[config.mk]
export PLATFORM = sky130hd
export DESIGN_NAME = shreg_univ
export DESIGN_NICKNAME = d
export VERILOG_FILES = /design/src/rtl/shreg_pkg.sv /design/src/rtl/shreg_ctr.sv /design/src/rtl/shreg_univ.sv
export SDC_FILE = /design/constraint.sdc
export NUM_CORES = 1
export LEC_CHECK = 0
export BUFFER_PORTS_ARGS = -buffer_cell sky130_fd_sc_hd__buf_2
export CORE_MARGIN = 5
export CORE_UTILIZATION = 45
export CTS_CLUSTER_DIAMETER = 30
export DETAILED_ROUTE_END_ITERATION = 6
export PLACE_DENSITY = 0.83
export SLEW_MARGIN = 20
export SYNTH_ARGS = -nofsm -noshare
export SYNTH_HDL_FRONTEND = slang
export SYNTH_SLANG_ARGS = --single-unit
[constraint.sdc]
create_clock -name clk -period 1.7 [get_ports clk]
set_input_delay 0.425 -clock clk [delete_from_list [all_inputs] [get_ports clk]]
set_output_delay 0.425 -clock clk [all_outputs]
set_load 0.01 [all_outputs]
[src/rtl/shreg_pkg.sv]
// Shared types for the universal shift register: operation encoding and control FSM states.
package shreg_pkg;

  typedef enum logic [1:0] {
    SHREG_HOLD = 2'd0,
    SHREG_SHL  = 2'd1,
    SHREG_SHR  = 2'd2,
    SHREG_LOAD = 2'd3
  } shreg_mode_e;

  typedef enum logic [1:0] {
    ST_IDLE  = 2'd0,
    ST_SHIFT = 2'd1,
    ST_DONE  = 2'd2
  } shreg_state_e;

endpackage

[src/rtl/shreg_ctr.sv]
// Loadable shift-length down-counter; lengths above WIDTH are clamped, last flags count==1.
module shreg_ctr
  import shreg_pkg::*;
#(
  parameter int WIDTH = 8,
  parameter int CNT_W = $clog2(WIDTH + 1)
) (
  input  logic             clk,
  input  logic             reset,
  input  logic             load,
  input  logic             dec,
  input  logic [CNT_W-1:0] len,
  output logic [CNT_W-1:0] count,
  output logic             last
);

  localparam logic [CNT_W-1:0] MAX_CNT = CNT_W'(WIDTH);
  localparam logic [CNT_W-1:0] ONE_CNT = CNT_W'(1);

  logic [CNT_W-1:0] clamp_s;

  // clamp the requested length to the register width
  always_comb begin
    clamp_s = len;
    if (len > MAX_CNT) begin
      clamp_s = MAX_CNT;
    end else begin
      clamp_s = len;
    end
  end

  // counter register: load at start, count down on each shift
  always_ff @(posedge clk or negedge reset) begin
    if (!reset) begin
      count <= {CNT_W{1'b0}};
    end else if (load) begin
      count <= clamp_s;
    end else if (dec && (count != {CNT_W{1'b0}})) begin
      count <= count - ONE_CNT;
    end else begin
      count <= count;
    end
  end

  assign last = (count == ONE_CNT);

endmodule

[src/rtl/shreg_univ.sv]
// Universal shift register: parallel load, counted left/right shifts, serial and parallel outputs.
// Rotate support (rot port) is compiled in when SHREG_ROTATE_EN is defined.
module shreg_univ
  import shreg_pkg::*;
#(
  parameter int WIDTH = 8,
  parameter int CNT_W = $clog2(WIDTH + 1)
) (
  input  logic             clk,
  input  logic             reset,
  input  logic             go,
  input  logic [1:0]       mode,
  input  logic [CNT_W-1:0] len,
  input  logic             sin,
  input  logic [WIDTH-1:0] pin,
`ifdef SHREG_ROTATE_EN
  input  logic             rot,
`endif
  output logic [WIDTH-1:0] pout,
  output logic             sout,
  output logic             busy,
  output logic             done
);

  shreg_state_e     state_r;
  shreg_mode_e      mode_s;
  logic             dir_r;
  logic             start_s;
  logic             shift_s;
  logic             last_s;
  logic             zero_s;
  logic [CNT_W-1:0] count_s;
  logic [CNT_W-1:0] len_ld_s;
  logic             in_l_s;
  logic             in_r_s;
`ifdef SHREG_ROTATE_EN
  logic             rot_r;
`endif

  assign mode_s  = shreg_mode_e'(mode);
  assign start_s = (state_r == ST_IDLE) && go;
  assign zero_s  = (count_s == {CNT_W{1'b0}});
  // non-shift operations spend one settle cycle in SHIFT with a zero count
  assign shift_s = (state_r == ST_SHIFT) && !zero_s;

`ifdef SHREG_ROTATE_EN
  assign in_l_s = rot_r ? pout[WIDTH-1] : sin;
  assign in_r_s = rot_r ? pout[0] : sin;
`else
  assign in_l_s = sin;
  assign in_r_s = sin;
`endif

  // only shift operations carry a length into the counter
  always_comb begin
    len_ld_s = {CNT_W{1'b0}};
    case (mode_s)
      SHREG_SHL, SHREG_SHR: len_ld_s = len;
      default:              len_ld_s = {CNT_W{1'b0}};
    endcase
  end

  shreg_ctr #(
    .WIDTH (WIDTH),
    .CNT_W (CNT_W)
  ) u_ctr (
    .clk   (clk),
    .reset (reset),
    .load  (start_s),
    .dec   (shift_s),
    .len   (len_ld_s),
    .count (count_s),
    .last  (last_s)
  );

  // control FSM and datapath with registered outputs
  always_ff @(posedge clk or negedge reset) begin
    if (!reset) begin
      state_r <= ST_IDLE;
      pout    <= {WIDTH{1'b0}};
      sout    <= 1'b0;
      busy    <= 1'b0;
      done    <= 1'b0;
      dir_r   <= 1'b0;
`ifdef SHREG_ROTATE_EN
      rot_r   <= 1'b0;
`endif
    end else begin
      case (state_r)
        ST_IDLE: begin
          done <= 1'b0;
          if (go) begin
            state_r <= ST_SHIFT;
            busy    <= 1'b1;
            dir_r   <= (mode_s == SHREG_SHR);
`ifdef SHREG_ROTATE_EN
            rot_r   <= rot;
`endif
            if (mode_s == SHREG_LOAD) begin
              pout <= pin;
            end else begin
              pout <= pout;
            end
          end else begin
            state_r <= ST_IDLE;
          end
        end
        ST_SHIFT: begin
          if (shift_s) begin
            if (dir_r) begin
              sout <= pout[0];
              pout <= {in_r_s, pout[WIDTH-1:1]};
            end else begin
              sout <= pout[WIDTH-1];
              pout <= {pout[WIDTH-2:0], in_l_s};
            end
          end else begin
            sout <= sout;
          end
          if (last_s || zero_s) begin
            state_r <= ST_DONE;
            done    <= 1'b1;
          end else begin
            state_r <= ST_SHIFT;
          end
        end
        ST_DONE: begin
          state_r <= ST_IDLE;
          busy    <= 1'b0;
          done    <= 1'b0;
        end
        default: begin
          state_r <= ST_IDLE;
          busy    <= 1'b0;
          done    <= 1'b0;
        end
      endcase
    end
  end

endmodule

After elaboration in Yosys (flattened, before gate mapping):

Index checks and enable logic that the tools add are counted.

* bits in registers: 18
* input port bits: 18
* word-level logic and storage cells: 51

* add/sub/neg operators: 1
* order comparisons: 1
* eq/ne operators: 9
* mux-type cells: 17
* bitwise logic cells: 1
* reductions and logical operators: 15

Operators by type and width (number)
* two-way mux 8 bit: 4
* two-way mux 4 bit: 4
* one-hot mux 8 bit (2 select lines): 1
* inequality test 2 x 1 -> 1 bit (second input constant): 3
* AND reduction 2 bit: 3
* two-way mux 1 bit: 5
* equality test 2 x 1 -> 1 bit (second input constant): 2
* equality test 2 bit (second input constant): 2
* equality test 4 x 1 -> 1 bit (second input constant): 1
* > comparator 4 bit (second input constant): 1
* zero test 4 bit: 1
* one-hot mux 2 bit (2 select lines): 1
* AND reduction 4 bit: 1
* nonzero test 2 bit: 2
* nonzero test 4 bit: 1
* subtractor 4 x 1 -> 4 bit (second input constant): 1
* logical AND 1 bit: 3
* zero test 2 bit: 1
* two-way mux 2 bit: 1
* inequality test 2 bit (second input constant): 1
* one-hot mux 1 bit (2 select lines): 1
* OR reduction 2 bit: 1
* zero test 1 bit: 1
* logical OR 1 bit: 1
* inverter 1 bit: 1

Longest topological paths before layout:

* word-level depth: 6
* gate-level depth with buffers: 7
* mapped depth without buffers: 6

By module:

A second synthesis with hierarchy kept.

* cells, all modules: 95
* area total of the unflattened synthesis: 1142.3 µm²

Modules (own cells, without submodules)
* shreg_univ: instances 1, cells an instance 65, area each 863.3 µm², sequential area each 350.3 µm²
* shreg_ctr: instances 1, cells an instance 30, area each 279.0 µm², sequential area each 100.1 µm²

Worst setup path before layout:

No wires, ideal clock.

* path kind: flip-flop to flip-flop
* start point: reg u_ctr.count[0]
* end point: reg pout[4]
* arrival: 1510 ps
* data required time: 1574 ps
* slack: 64 ps
* cell stages (with the launch flop): 7
* period minus slack after synthesis: 1636 ps
* cells stage by stage: dfrtp_1 inv_1 ha_1 or3b_1 a22oi_4 buf_6 o21ai_0

* cells in the longest elaborated chain, start to end: 5

RTL lines
* start, declared: line shreg_ctr.sv:13 `output logic [CNT_W-1:0] count,`
* start signal, assigned: line shreg_ctr.sv:35 `count <= {CNT_W{1'b0}};`
* start signal, assigned: line shreg_ctr.sv:37 `count <= clamp_s;`
* start signal, assigned: line shreg_ctr.sv:39 `count <= count - ONE_CNT;`
* zero test 4 bit: line shreg_univ.sv:42 `assign zero_s = (count_s == {CNT_W{1'b0}});`
* zero test 1 bit: line shreg_univ.sv:44 `assign shift_s = (state_r == ST_SHIFT) && !zero_s;`
* logical AND 1 bit: line shreg_univ.sv:44
* inequality test 2 x 1 -> 1 bit (no line)
* AND reduction 4 bit (no line)
* end signal, assigned: line shreg_univ.sv:80 `pout <= {WIDTH{1'b0}};`
* end signal, assigned: line shreg_univ.sv:100 `pout <= pin;`
* end signal, assigned: line shreg_univ.sv:102 `pout <= pout;`
* end, declared: line shreg_univ.sv:19 `output logic [WIDTH-1:0] pout,`

No other way between the ends.
A chain may end at the register's enable or synchronous reset.

Final worst setup path:

* start point: reg u_ctr.count[1]
* end point: reg pout[0]

Same word-level chain as after synthesis.

==> reports/results.md <==
| Item | Value | Unit |
| --- | --- | --- |
| Max-capacitance violation count | 0 | - |
| Overall die area | 0.00336 | mm^2 |
| Mean number of vias per cell | 5.14 | - |
| Xor-xnor portion of the synthesized cell area | 0.846 | % |
| Simple-gate share of the synthesized area | 18.7 | % |
| Clock sink total | 18 | - |
| CTS Buffer Depth | 2 | - |
| Number of register bits inferred by synthesis | 18 | - |
| Arrival time at the worst endpoint | 1.77 | ns |
| Startpoint of the most critical setup path | u_ctr.count[1] | - |
| HPWL after DPL | 1840 | um |
| End of the worst register-to-register path | pout[0] | - |
| Core Area | 0.00221 | mm^2 |
| Post-synthesis cell area | 0.00103 | mm^2 |
| GRT overflow | 0 | - |
| Routability congestion estimate from global placement | 0.801 | - |
| Adder-cell share of the synthesized area | 6.05 | % |
| Fraction of met3 tracks used by global routing | 4.01 | % |
| Nature of the critical path startpoint | flop | - |
| Met2 layer usage reported by global route | 26.6 | % |
| DRC violation count after routing | 0 | - |
| Clock latency on the worst-skew pair | 0.29 | ns |
| Fraction of the mapped netlist area in compound gates | 16.4 | % |
| Wirelength per Cell | 13.8 | um |
| Global-route total usage across every layer | 15.6 | % |
| Synthesized area divided by synthesized cell count | 9.16 | um^2 |
| Post-Synthesis Cells | 113 | - |
| Type of element capturing the critical path | flop | - |
| CP peak stage delay | 0.42 | ns |
| End-of-flow core utilization | 58.4 | % |
| Share of cell area taken by muxes after synthesis | 9.67 | % |
| Final cell count without fillers | 176 | - |
| Worst ir drop on vdd | 1.03 | mV |
| Cell at the slowest stage of the critical path | sky130_fd_sc_hd__dfrtp_1 | - |
| Final period util | 93.3 | % |
| First DRT Iteration DRCs | 17 | - |
| Clk root buf | sky130_fd_sc_hd__clkbuf_4 | - |
| CP Capture Point | pout[0] | - |
| Initial core utilization | 46.8 | % |
| Placed cells | 170 | - |
| Commonest non-fill, non-tap cells in the layout | 28 x sky130_fd_sc_hd__buf_2, 18 x sky130_fd_sc_hd__dfrtp_1, 16 x sky130_fd_sc_hd__nand2_1 | - |
| Total of buffers placed on input and output ports | 28 | - |
| Pin count of the biggest net entering global routing | 20 | - |
| Total power | 2.62 | mW |
| Crit path max fanout | 16 | - |
| Pre-Repair DR Iteration Count | 4 | - |
| Data required time at the worst endpoint | 1.88 | ns |
| Worst hold path type | primary input to asynchronous set/reset pin | - |
| H-Tree Level Count | 1 | - |
| Count of nets after finishing | 172 | - |
| Most common cell after layout, fill and taps aside | sky130_fd_sc_hd__buf_2 | - |
| Flop-to-flop setup slack | 0.11 | ns |
| Setup Total Neg Slack | 0 | ns |
| Area added between synthesis and finish | 24.8 | % |
| Distinct cells, synth | 22 | - |
| Cell row count | 17 | - |
| Final Critical Period | 1.59 | ns |
| Chip Height | 58.0 | um |
| Wirelength, routed | 2420 | um |
| Num CTS Buffers | 3 | - |
| Count of final max-slew check failures | 0 | - |
| Net Count, Synth | 136 | - |
| Run status | completed | - |
| Final hold violation count | 0 | - |
| Setup clock skew after layout | 0.00462 | ns |
| TritonCTS clock tree | built | - |
| Number of endpoints failing setup at the final stage | 0 | - |
| Unrepaired setup endpoints after global routing | false | - |
| Slew HR | 67.6 | % |
| Seq/Total Area, Yosys | 43.5 | % |
| Vias | 905 | - |
| Met1 demand-to-capacity share in global routing | 19.2 | % |
| Number of hold buffers added after cts | 0 | - |
| Maximum clock frequency | 630 | MHz |
| Top-level I/O count | 29 | - |
| Count of warnings emitted by yosys | 0 | - |
| R2R depth | 6 | - |
| Fraction of final layout cells sized beyond drive strength 1 | 30.4 | % |
| Cell-by-cell trace of the critical path | inv_2 > ha_1 > or3b_4 > a22oi_4 > buf_12 > o21ai_0 | - |
| Via count of the first global-routing pass | 928 | - |
| Slew @ Worst Pin | 0.486 | ns |
| Number of antenna violations at the first check in global routing | 0 | - |
| Antenna fix cells | 0 | - |
| Layer carrying the most global-route usage | met2 | - |
| Reg-to-reg critical path startpoint | u_ctr.count[1] | - |
| Floorplan die width | 58.0 | um |
| Classification of the worst setup path | flop to flop | - |
| Clock-pin slew of the registers on the worst-case setup and hold paths | 0.11 | ns |
| Global-route wire length before repair | 3990 | um |
| Power density cells | 2030 | mW/mm^2 |
| Remaining antenna violation count after routing | 0 | - |
| Combinational family with the most area after synthesis | simple AND/OR/NAND/NOR gates | - |
| Total leakage power | 0.641 | nW |
power breakdown:
part           internal, mW  leakage, nW  total, mW  switching [mW]
combinational         0.695        0.397       1.48           0.783
clock                 0.131       0.0210      0.270           0.139
sequential            0.634        0.223      0.873           0.239
cell type report:
cell class / instances / area (um^2)
clock buffer: 4 / 36.3
fill: 192 / 921
inverter: 6 / 22.5
timing repair buffer: 35 / 205
multi-input combinational: 85 / 542
tap: 28 / 35.0
sequential: 18 / 450
through the flow:
step,hold slack (ns),instance area (um^2),setup WS [ns]
3_5_place_dp,0.374,1220,-0.00919
3_3_place_gp,0.364,1220,0.109
4_1_cts,0.0427,1280,0.0603
6_report,0.0356,1290,0.113
5_1_grt,0.0580,1290,0.00803
2_1_floorplan,0.129,1030,0.0640
flip-flops by register name (all words and copies together) (netlist names):
name	count
dir_r	1
sout	1
done	1
state_r	2
u_ctr.count	4
busy	1
pout	8
worst min-delay path by stage:
stage	slack (ns)	from	endpoint
2_1_floorplan	0.13	reset	busy
3_3_place_gp	0.36	reset	u_ctr.count[3]
3_5_place_dp	0.37	reset	busy
4_1_cts	0.04	reset	busy
5_1_grt	0.06	reset	busy
6_report	0.04	reset	busy
what timing repair did:
action                                  4_1_cts  5_1_grt
buffers inserted                              1        1
endpoints found under the setup margin        3        8
pin swaps                                     1        0
resized for setup                             0        4
critical path: cells and delay by family, from the launching register on:
kind | cells | cell delay (ns)
and+or+nand+nor | 1 | 0.39
buffers and inverters | 2 | 0.24
AOI/OAI and AO/OA | 2 | 0.27
adders and majority gates | 1 | 0.16
DFF | 1 | 0.42
cells in the mapped netlist:
master / n / area share, %
sky130_fd_sc_hd__nand3_1: 4 / 1.9
sky130_fd_sc_hd__nand2_1: 16 / 5.8
sky130_fd_sc_hd__buf_6: 1 / 1.1
sky130_fd_sc_hd__xnor2_1: 1 / 0.85
sky130_fd_sc_hd__nor2b_1: 1 / 0.60
sky130_fd_sc_hd__inv_1: 6 / 2.2
sky130_fd_sc_hd__or4_1: 1 / 0.73
sky130_fd_sc_hd__a21o_1: 1 / 0.73
sky130_fd_sc_hd__dfrtp_1: 18 / 44
sky130_fd_sc_hd__nor3b_4: 1 / 1.8
sky130_fd_sc_hd__a22oi_4: 1 / 2.1
sky130_fd_sc_hd__mux2i_1: 10 / 9.7
sky130_fd_sc_hd__o21ai_0: 12 / 5.8
sky130_fd_sc_hd__or3b_1: 1 / 0.85
sky130_fd_sc_hd__nand3b_1: 1 / 0.73
sky130_fd_sc_hd__or3_1: 1 / 0.60
sky130_fd_sc_hd__nor2_1: 14 / 5.1
sky130_fd_sc_hd__buf_2: 3 / 1.5
sky130_fd_sc_hd__a21oi_4: 1 / 1.6
sky130_fd_sc_hd__a21oi_1: 13 / 6.3
sky130_fd_sc_hd__nand2b_1: 1 / 0.60
sky130_fd_sc_hd__ha_1: 5 / 6.0
kinds of logic after synthesis:
kind of cell,count (synthesis)
simple gates,41
compound gates,28
flops,18
buf+inv,10
mux,10
fa+ha+maj,5
xor+xnor,1
routing by layer:
layer,up-vias,part of all wire (%),wire (um)
met5,-,0,0
met4,0,0,0
met3,0,5.9,142
met2,32,48,1170
met1,422,46,1110
li1,451,-,-
Power figures use the tool's default switching activity.
